`config.mk`:
```
export PLATFORM = sky130hd
export DESIGN_NAME = uart_tx_arb
export DESIGN_NICKNAME = d
export VERILOG_FILES = /design/src/rtl/uart_pkg.sv /design/src/rtl/uart_tx_arb_rr_arbiter.sv /design/src/rtl/uart_tx_arb.sv
export SDC_FILE = /design/constraint.sdc
export NUM_CORES = 1
export LEC_CHECK = 0
export ABC_CLOCK_PERIOD_IN_PS = 4250
export CAP_MARGIN = 20
export CORE_MARGIN = 2
export CORE_UTILIZATION = 46
export CTS_CLUSTER_SIZE = 8
export DETAILED_ROUTE_END_ITERATION = 10
export PLACE_DENSITY = 0.81
export SYNTH_ARGS = -nofsm -noshare
export SYNTH_HDL_FRONTEND = slang
export SYNTH_SLANG_ARGS = --single-unit
```
`constraint.sdc`:
```
create_clock -name CLK -period 4.25 [get_ports CLK]
set_clock_uncertainty 0.15 [all_clocks]
set_input_delay 0.6375 -clock CLK [delete_from_list [all_inputs] [get_ports CLK]]
set_output_delay 0.6375 -clock CLK [all_outputs]
set_load 0.01 [all_outputs]
```
`src/rtl/uart_pkg.sv`:
```
// Shared types and constants for the UART transmit arbiter.
// UART_TX_ARB_HDR_EN adds the HDR state (one header byte per packet).
package uart_pkg;

`ifdef UART_TX_ARB_HDR_EN
  typedef enum logic [1:0] {
    IDLE,
    ARB,
    HDR,
    PASS
  } state_t;
`else
  typedef enum logic [1:0] {
    IDLE,
    ARB,
    PASS
  } state_t;
`endif

  localparam logic [7:0] HDR_BASE = 8'hA0;
  localparam int BPS = 115200;
  localparam int CLK_FREQ = 50000000;

endpackage

```
`src/rtl/uart_tx_arb_rr_arbiter.sv`:
```
// Round-robin pick: first request after the last granted index.
// Purely combinational; grant is one-hot or zero.
module rr_arbiter #(
  parameter int N_REQ = 4,
  localparam int IW = $clog2(N_REQ)
) (
  input  logic [N_REQ-1:0] req,
  input  logic [IW-1:0]    last,
  output logic [N_REQ-1:0] grant,
  output logic [IW-1:0]    idx
);

  // Scan from last+1 wrapping around; the first hit wins.
  always_comb begin
    int j;
    grant = '0;
    idx = '0;
    j = 0;
    for (int i = 1; i <= N_REQ; i++) begin
      j = int'(last) + i;
      if (j >= N_REQ) j = j - N_REQ;
      if (req[j] && grant == '0) begin
        grant[j] = 1'b1;
        idx = j[IW-1:0];
      end
    end
  end

endmodule

```
`src/rtl/uart_tx_arb.sv`:
```
// Packet-granular round-robin arbiter feeding the UART send FIFO.
// Define UART_TX_ARB_HDR_EN to prefix each packet with 8'hA0|id.
module uart_tx_arb
  import uart_pkg::*;
#(
  parameter int N_REQ = 4,
  parameter int ADDR_WIDTH = 8,
  parameter int HEADROOM = 3,
  parameter int TIMEOUT = 1023
) (
  input  logic                  CLK,
  input  logic                  RST,
  input  logic [N_REQ-1:0]      REQ_VALID,
  input  logic [N_REQ-1:0]      REQ_LAST,
  output logic [N_REQ-1:0]      REQ_READY,
  input  logic [N_REQ*8-1:0]    REQ_DATA,
  output logic                  WRREQ,
  output logic [7:0]            DIN,
  input  logic [ADDR_WIDTH-1:0] USEDW_SEND,
  output logic [N_REQ-1:0]      GRANT,
  output logic                  BUSY,
  output logic                  TMO
);

  localparam int IW = $clog2(N_REQ);
  localparam int WW = $clog2(TIMEOUT + 1);
  localparam logic [ADDR_WIDTH:0] LIMIT =
    (ADDR_WIDTH+1)'((1 << ADDR_WIDTH) - HEADROOM);
  localparam logic [WW-1:0] WD_MAX = WW'(TIMEOUT - 1);
  localparam logic [IW-1:0] LAST_RST = IW'(N_REQ - 1);

  state_t state, state_n;
  logic [IW-1:0] last;
  logic [WW-1:0] wd;
  logic [N_REQ-1:0] arb_grant;
  logic [IW-1:0] arb_idx;
  logic [N_REQ-1:0] ready;
  logic space, xfer, hdr_wr, wd_inc, tmo_hit;

  rr_arbiter #(.N_REQ(N_REQ)) u_arb (
    .req   (REQ_VALID),
    .last  (last),
    .grant (arb_grant),
    .idx   (arb_idx)
  );

  assign space = {1'b0, USEDW_SEND} < LIMIT;
  assign REQ_READY = ready;
  assign BUSY = (state != IDLE);

  // State register.
  always_ff @(posedge CLK or posedge RST) begin
    if (RST) state <= IDLE;
    else state <= state_n;
  end

  // Next state, handshake and strobe decode.
  always_comb begin
    state_n = state;
    ready = '0;
    xfer = 1'b0;
    hdr_wr = 1'b0;
    wd_inc = 1'b0;
    tmo_hit = 1'b0;
    unique case (state)
      IDLE: if (|REQ_VALID) state_n = ARB;
      ARB: begin
        if (|arb_grant) begin
`ifdef UART_TX_ARB_HDR_EN
          state_n = HDR;
`else
          state_n = PASS;
`endif
        end else begin
          state_n = IDLE;
        end
      end
`ifdef UART_TX_ARB_HDR_EN
      HDR: begin
        if (space) begin
          hdr_wr = 1'b1;
          state_n = PASS;
        end
      end
`endif
      PASS: begin
        ready[last] = space;
        if (space && REQ_VALID[last]) begin
          xfer = 1'b1;
          if (REQ_LAST[last]) state_n = IDLE;
        end else if (space) begin
          if (wd == WD_MAX) begin
            tmo_hit = 1'b1;
            state_n = IDLE;
          end else begin
            wd_inc = 1'b1;
          end
        end
      end
      default: state_n = IDLE;
    endcase
  end

  // Grant, pointer, watchdog and registered FIFO write.
  always_ff @(posedge CLK or posedge RST) begin
    if (RST) begin
      GRANT <= '0;
      last <= LAST_RST;
      wd <= '0;
      WRREQ <= 1'b0;
      DIN <= 8'h00;
      TMO <= 1'b0;
    end else begin
      WRREQ <= xfer | hdr_wr;
      TMO <= tmo_hit;
      if (xfer) DIN <= REQ_DATA[8*int'(last) +: 8];
      else if (hdr_wr) DIN <= HDR_BASE | 8'(last);
      if (state == ARB && |arb_grant) begin
        GRANT <= arb_grant;
        last <= arb_idx;
      end else if (state_n == IDLE) begin
        GRANT <= '0;
      end
      if (state != PASS || xfer || tmo_hit) wd <= '0;
      else if (wd_inc) wd <= wd + 1'b1;
    end
  end

endmodule

```
### Yosys cells after proc, flatten, opt, wreduce, memory -nomap -nowiden

Index checks and enable logic that the tools add are counted.

| storage, ports and cells | value |
|---|---|
| register bits after elaboration | 28 |
| input port bits | 50 |
| output and inout bits | 19 |
| word-level logic and storage cells | 122 |

| cells by class | value |
|---|---|
| add/subtract/negate cells | 9 |
| magnitude comparators | 15 |
| equal/unequal tests | 4 |
| shifts and indexed selects | 1 |
| muxes and demuxes | 60 |
| bitwise gates (word level) | 4 |
| reductions and logical operators | 22 |

Operators by type and width:

| operator | number |
|---|---|
| greater-or-equal comparator 32 x 1 -> 1 bit, second input constant | 4 |
| greater-or-equal comparator 32 x 4 -> 1 bit, second input constant | 4 |
| less-than comparator 32 x 4 -> 1 bit, second input constant | 4 |
| two-way mux 32 bit | 4 |
| subtractor 32 x 4 -> 32 bit, second input constant | 4 |
| indexed part select 32 x 6 -> 8 bit | 1 |
| two-way mux 4 bit | 7 |
| two-way mux 1 bit | 25 |
| two-way mux 10 bit | 2 |
| two-way mux 2 bit | 10 |
| binary-select mux 1 bit (select 2 bit) | 6 |
| zero test 4 bit | 3 |
| bitwise OR 4 bit | 3 |
| adder 10 x 1 -> 10 bit, second input constant | 1 |
| demux 1 bit (select 2 bit) | 5 |
| equality test 10 bit, second input constant | 1 |
| logical AND 1 bit | 10 |
| less-than comparator 8 bit, second input constant | 1 |
| OR reduction 4 bit | 2 |
| adder 2 x 2 -> 3 bit, second input constant | 2 |
| one-hot mux 2 bit (3 select lines) | 1 |
| nonzero test 2 bit | 3 |
| adder 2 x 3 -> 4 bit, second input constant | 1 |
| bitwise AND 4 bit | 1 |
| other kinds (8) | 10 |

### Logic depth before layout (Yosys ltp)

| depth | value |
|---|---|
| word-level depth | 23 |
| gate-level depth with buffers | 10 |
| mapped depth without buffers | 7 |

### Hierarchy

From an unflattened synthesis, not the netlist that was laid out.

| unflattened totals | value |
|---|---|
| cells, all modules | 193 |
| area total of the unflattened synthesis | 2197.1 µm² |

By module, submodules not included:

| module | times used | cells each | area an instance (µm²) | sequential area each (µm²) |
|---|---|---|---|---|
| uart_tx_arb | 1 | 133 | 1644.1 | 703.2 |
| rr_arbiter | 1 | 60 | 553.0 | 0.0 |

### Least setup slack after synthesis

Ideal clock, no wire load.

| path | value |
|---|---|
| path kind | register -> register |
| from | register last[0] |
| to | register last[1] |
| setup time | 0.080 ns |
| arrival time | 3.222 ns |
| required time | 4.020 ns |
| setup slack | 0.798 ns |
| stages on the path, launching flop included | 10 |
| buffers on the path | 2 |
| period minus slack after synthesis | 3.452 ns |
| path through | dfstp_2 -> buf_6 -> buf_1 -> inv_1 -> ha_1 -> mux4_2 -> a21boi_4 -> a221o_1 -> or3_1 -> a32o_1 |

| between the ends | value |
|---|---|
| word-level cells in the longest chain between the ends | 19 |
| elaborated cells between the ends (all ways) | 67 |
| classes of those cells | add/sub (8); order compare (12); mux (32); bitwise (3); reduce/logical (12) |

Ends and longest elaborated chain:

| element | line | source |
|---|---|---|
| from (decl) | uart_tx_arb.sv:33 | `logic [IW-1:0] last;` |
| from (signal assigned) | uart_tx_arb.sv:120 | `last <= arb_idx;` |
| adder 2 x 1 -> 3 bit | uart_tx_arb_rr_arbiter.sv:20 | `j = int'(last) + i;` |
| subtractor 32 x 4 -> 32 bit / greater-or-equal comparator 32 x 4 -> 1 bit (equally long branches) | uart_tx_arb_rr_arbiter.sv:21 | `if (j >= N_REQ) j = j - N_REQ;` |
| two-way mux 32 bit | uart_tx_arb_rr_arbiter.sv:21 |  |
| greater-or-equal comparator 32 x 1 -> 1 bit (not written as such) / less-than comparator 32 x 4 -> 1 bit (equally long branches) | uart_tx_arb_rr_arbiter.sv:23 | `grant[j] = 1'b1;` |
| logical AND 1 bit (not written as such) | uart_tx_arb_rr_arbiter.sv:23 |  |
| two-way mux 1 bit (not written as such) | uart_tx_arb_rr_arbiter.sv:23 |  |
| demux 1 bit (select 2 bit) | -- |  |
| two-way mux 4 bit | uart_tx_arb_rr_arbiter.sv:22 | `if (req[j] && grant == '0) begin` |
| [3 not listed] | -- |  |
| zero test 4 bit | uart_tx_arb_rr_arbiter.sv:22 |  |
| logical AND 1 bit | uart_tx_arb_rr_arbiter.sv:22 |  |
| two-way mux 4 bit | uart_tx_arb_rr_arbiter.sv:22 |  |
| zero test 4 bit | uart_tx_arb_rr_arbiter.sv:22 |  |
| logical AND 1 bit | uart_tx_arb_rr_arbiter.sv:22 |  |
| two-way mux 4 bit | uart_tx_arb_rr_arbiter.sv:22 |  |
| OR reduction 4 bit | uart_tx_arb.sv:118 | `if (state == ARB && \|arb_grant) begin` |
| logical AND 1 bit | uart_tx_arb.sv:118 |  |

Several ways; a longest one is shown, not always the timed one. The select of a mux whose other input is x is not followed.
A chain may end at the register's enable or synchronous reset.

### Worst setup path in the final report

| path | value |
|---|---|
| from | register last[1] |
| to | register last[1] |

Same word-level chain as after synthesis.

==> results by group <==
Setup path
  • R2R Path Start: last[1]
  • Endpoint class of the critical path: flop
  • Critical Path AT: 3.28 ns
  • R2r setup slk: 1.03 ns
  • Worst Setup Start Kind: flop
  • Crit Path Max Fanout: 17
  • Reg2Reg Depth: 7
  • CP Class: reg -> reg
  • Crit path to: last[1]
  • CP Launch Point: last[1]
  • Worst r2r dst: last[1]
  • CP required: 4.31 ns

Hold path
  • Hold/Removal Path Class: reg -> reg
  • Hold path depth: 1

Clocking
  • Reg clk slew, reported paths: 0.09 ns
  • CTS buffer count: 3
  • Clock Path Buffers: 2
  • Root Driver: clkbuf_8
  • CTS tree: done
  • CTS H-tree lvls: 1
  • Sink Count: 28
  • CTS Hold Buffers Added: 0
  • # Post-CTS Setup Buffers: 0
  • Clock Latency Late Sink: 0.28 ns
  • Number of gates resized after CTS: 0

STA
  • RSZ-0062 raised after global routing: false
  • Final worst slack: 1.03 ns
  • Setup_tns: 0 ns
  • Fmax: 0.311 GHz
  • Final worst path period share: 75.8%
  • Final max-slew violation count: 0
  • Final hold vios: 0
  • Actual slew at the worst max-slew pin: 0.768 ns
  • Slew headroom: 48.4%
  • # setup viols final: 0
  • Minimum clock period: 3.22 ns

Routing
  • DRT Wirelength: 5150 µm
  • Vias: 1,828
  • Router iterations before antenna repair: 4
  • DRC: 0
  • Initial drt markers: 70
  • Number of vias per cell: 5.95
  • ANT nets after route: 0
  • WL per Instance: 16.8 µm

Synthesis
  • Post-synthesis sequential area ratio: 34.7%
  • Syn Nets: 247
  • Mean post-synth cell area: 10.8 µm²
  • Synth cell types: 49
  • Number of enable flip-flop cells after synthesis: 0
  • Primary FF master, synth: dfrtp_1
  • Gate Count Post-Synth: 187
  • YS warnings: 0
  • Flops & latches, synth: 28
  • Async S/R FF share, synth: 100%
  • Cell Area, Synth: 0.00203 mm²

Place
  • PortBufs: 68
  • Setup WS pre-CTS: 0.888 ns
  • Routability cong.: 0.893
  • HPWL Detailed: 3970 µm

GRT
  • Largest net degree at the start of global routing: 29
  • Overall Global Routing Usage: 22.1%
  • Vias in the first global route: 1,945
  • First-pass GRT wire length: 8770 µm
  • Initial antenna violation count: 0
  • Grt total ovfl: 0

Floorplan
  • Initial Utilization: 47.2%
  • Die X: 70.4 µm
  • Die Y: 70.4 µm
  • I/O Pins: 69
  • Core Area: 0.00429 mm²
  • FP Rows: 24
  • Die area: 0.00495 mm²

Run
  • Max_cap viols: 0

Layout
  • Layout cells sized above 1: 14.1%
  • Area Overhead vs Synth: 40.5%
  • Most frequent cells in the layout: clkdlybuf4s50_1 (68), dfrtp_1 (26), mux4_2 (13)
  • Most common cell after layout, fill and taps aside: clkdlybuf4s50_1
  • Nets: 316
  • Final core occ: 66.3%
  • Ant. Diodes: 0

Power and ir drop
  • Worst vdd ir: 0.400 mV
  • Leakage: 1.10 nW
  • Power per cell area: 628 mW/mm²

Outcome
  • Status: complete, no violations
area by class of cell:
cell class / instances / area (µm²)
clock buffer: 3 / 41.3
clock inverter: 1 / 30.0
fill: 327 / 1450
inverter: 8 / 30.0
multi-input combinational: 145 / 1260
sequential: 28 / 703
tap: 52 / 65.1
timing repair buffer: 70 / 716
Yosys cell counts, drive strengths merged, types with 2 or more instances:
cell     count  share of area (%)
mux2         8                4.4
or3          7                2.2
nor2         8                1.5
dfrtp       26                 32
a221o        5                2.5
and2         4                1.2
a22oi        3                1.1
o21ai       10                2.5
xnor2        4                1.7
nand2b       2               0.62
inv          8                1.5
mux4        13                 14
a21oi        7                1.7
o2111ai      3                1.3
ha          10                6.2
nor4         4                1.5
xor2         2               0.86
a21boi       3                1.7
buf          3               0.99
nand4        3               0.93
nand2        9                1.7
nor2b        4                1.2
a21bo        2               0.99
o2bb2ai      2               0.86
o31ai        5                1.9
dfstp        2                2.6
nor3         4               0.99
clkbuf       3               0.56
o211ai       2               0.74
or2          2               0.62
a31oi        2               0.62
nand3        6                1.5
kinds of logic after synthesis:
kind of cell	share of synthesized area, %
simple gates	15.2
compound gates	18.9
flops	34.7
mux	19.4
buf+inv	3.02
fa+ha+maj	6.17
xor+xnor	2.59
worst min path at each step:
stage | slack (ns) | to | start
detailed placement | 0.35 | DIN[3] | DIN[3]
global placement | 0.34 | DIN[0] | DIN[0]
floorplan | 0.36 | wd[0] | wd[0]
CTS | 0.37 | DIN[0] | DIN[0]
finish | 0.36 | DIN[3] | DIN[3]
global route | 0.39 | DIN[0] | DIN[0]
through the flow:
step | instance area (µm²) | power (mW) | instances | hold slack, ns
after detailed placement | 2750 | 1.56 | 302 | 0.348
after global placement | 2750 | 1.55 | 302 | 0.337
after floorplan | 2030 | 1.22 | 187 | 0.359
after CTS | 2820 | 1.78 | 306 | 0.371
after global routing | 2850 | 1.92 | 307 | 0.389
final | 2850 | 1.79 | 307 | 0.365
power breakdown:
group	switching, mW	internal (mW)
sequential	0.0671	0.351
combinational	0.582	0.574
clock	0.0874	0.126
critical path: stages (launching register included):
cell,delay [ns]
dfstp_2,0.77
inv_1,0.17
ha_1,0.38
mux4_2,0.47
and2_1,0.23
a221o_1,0.34
or3_1,0.41
a32o_1,0.24
sequential cells by signal, indices dropped and copies added, names as in the netlist:
signal,count
wd,10
DIN,8
GRANT,4
last,2
state,2
TMO,1
WRREQ,1
per-layer routing:
layer  wire length [µm]  vias up  GRT usage, %
met5                  0        -             0
met4                 46        0          5.34
met3                426        6          4.76
met2               2610       79          40.1
met1               2070      877          26.5
li1                   -      866             -
No activity file was read; power rests on OpenSTA's default activity.
==> variant: new RTL, same flow settings <==
Make the reset (`RST`) synchronous in 2 clocked blocks.
--- a/src/rtl/uart_tx_arb.sv
+++ b/src/rtl/uart_tx_arb.sv
@@ -49,7 +49,7 @@
   assign BUSY = (state != IDLE);
 
   // State register.
-  always_ff @(posedge CLK or posedge RST) begin
+  always_ff @(posedge CLK) begin
     if (RST) state <= IDLE;
     else state <= state_n;
   end
@@ -102,7 +102,7 @@
   end
 
   // Grant, pointer, watchdog and registered FIFO write.
-  always_ff @(posedge CLK or posedge RST) begin
+  always_ff @(posedge CLK) begin
     if (RST) begin
       GRANT <= '0;
       last <= LAST_RST;
Formal check against the unedited RTL: differs if RST is asserted again (counterexample within 4 cycles, from zero or initial values and one cycle with RST high); with RST held inactive, the same outputs for 10 cycles.
==> variant against the unedited design <==
- maximum frequency shrank 5.1%
- routed wire length grew 6.1%
- clock power shrank 23%
- setup slack lost 0.17 ns
- synthesized area shrank 1.0%
- sequential cell count is the same
- critical endpoint is now last[1]
- design area shrank 3.0%
- largest power group unchanged
- largest cell class unchanged
- combinational power shrank 23%
- power shrank 22%
- highest routed layer unchanged
==> variant: results (changes against the unedited design) <==
[timing]
period_needed_ns=3.39  ; +0.175 ns
worst_pin_slew_ns=0.703  ; -0.0657 ns

[power]
p_sw_mw=0.607  ; -18%
seq_power_mw=0.341  ; -18%
p_leak_nw=1.07  ; -3.0%
max-vdd-ir-drop_v=0.000248  ; -38%

[worst_setup_path]
cpLargestDelayFamily=compound AO/OA/AOI/OAI gates
r2r_slack_ns=0.86  ; -0.17 ns
r2r-end=last[1]
ff2ff_path_depth=8  ; +1
crit_path_max_incr_delay_ns=0.73  ; -0.04 ns
crit_fanout=15  ; -2
cp_slowest_cell=dfxtp_1
rr_startpoint=last[0]
arrival_ns=3.42  ; +0.14 ns

[detailed_routing]
vias=1919  ; +5.0%
met1_length_um=2330  ; +12%
drt-total-wl_um=5470  ; +6.1%
first_iter_violations=99  ; +41%
met2_length_um=2720  ; +4.4%

[synth]
yosys-top-cells-count=dfxtp_1, nor2_1, nand2_1
yosysUniqueCellTypes=56  ; +14%
syn_nets=280  ; +13%
synthArstFlopShare_pct=0  ; -100 points
yosysSeqAreaShare_pct=27.9  ; -6.7 points
synth_area_leaders=dfxtp_1, mux4_2, ha_1, mux2i_1, nor2_1

[placed_design]
place_hpwl_um=4350  ; +9.4%
place_congestion=1.02  ; +14%
post_dp_cell_area_mm2=0.00271  ; -1.5%

[global_route]
grt_max_degree=20  ; -31%
grt_pass1_wl_um=8930  ; +1.8%
grt_pass1_vias=1835  ; -5.7%

[outcome]
status=finished, final reports clean

[clock_tree]
postCtsSetupBuffers=0  ; unchanged

[final_layout]
fin_nets=344  ; +8.9%
layout-drive-gt1-share_pct=9.89  ; -4.2 points

variant: cell count changes in the layout (fill, tap and decap cells not counted), moves of 7 or more:
cell     delta
dfrtp_1    -26
dfxtp_1    +28
mux2_2      -7
mux2i_1    +10
nand2_1     +7
nor2_1     +17
variant: worst min-delay path by stage:
stage / from / cells after the start / to
2_1_floorplan: wd[9] / 2 / wd[9]
6_report: GRANT[3] / 2 / GRANT[3]
3_3_place_gp: GRANT[3] / 2 / GRANT[3]
4_1_cts: GRANT[3] / 2 / GRANT[3]
3_5_place_dp: GRANT[3] / 2 / GRANT[3]
5_1_grt: GRANT[3] / 2 / GRANT[3]
variant: kinds of logic (layout without fill, tap and decap cells):
| group | count (synthesis) | after routing | synth area share [%] |
|---|---|---|---|
| multiplexers | 24 | 24 | 19.5 |
| adder cells (fa/ha/maj) | 10 | 10 | 6.24 |
| AO/OA/AOI/OAI | 51 | 51 | 18.8 |
| flip-flops | 28 | 28 | 27.9 |
| XOR/XNOR | 7 | 7 | 3.06 |
| AND/OR/NAND/NOR | 79 | 79 | 19.7 |
| buffers and inverters | 21 | 84 | 4.80 |
variant: metal layers:
metal | track usage [%] | up-vias
li1 | - | 953
met1 | 31.2 | 886
met2 | 37.6 | 67
met3 | 4.04 | 13
met4 | 5.77 | 0
met5 | 0 | -
variant: layout make-up:
| class | count | area [um^2] |
|---|---|---|
| Tap cell | 52 | 65.1 |
| Sequential cell | 28 | 561 |
| Timing Repair Buffer | 70 | 696 |
| Fill cell | 375 | 1500 |
| Clock buffer | 4 | 55.1 |
| Inverter | 10 | 37.5 |
| Multi-Input combinational cell | 171 | 1350 |
variant: per-stage QoR:
step	cells	hold slack, ns
after global routing	335	0.325
after CTS	335	0.313
after floorplan	220	0.321
after detailed placement	331	0.301
after global placement	331	0.290
final	335	0.316
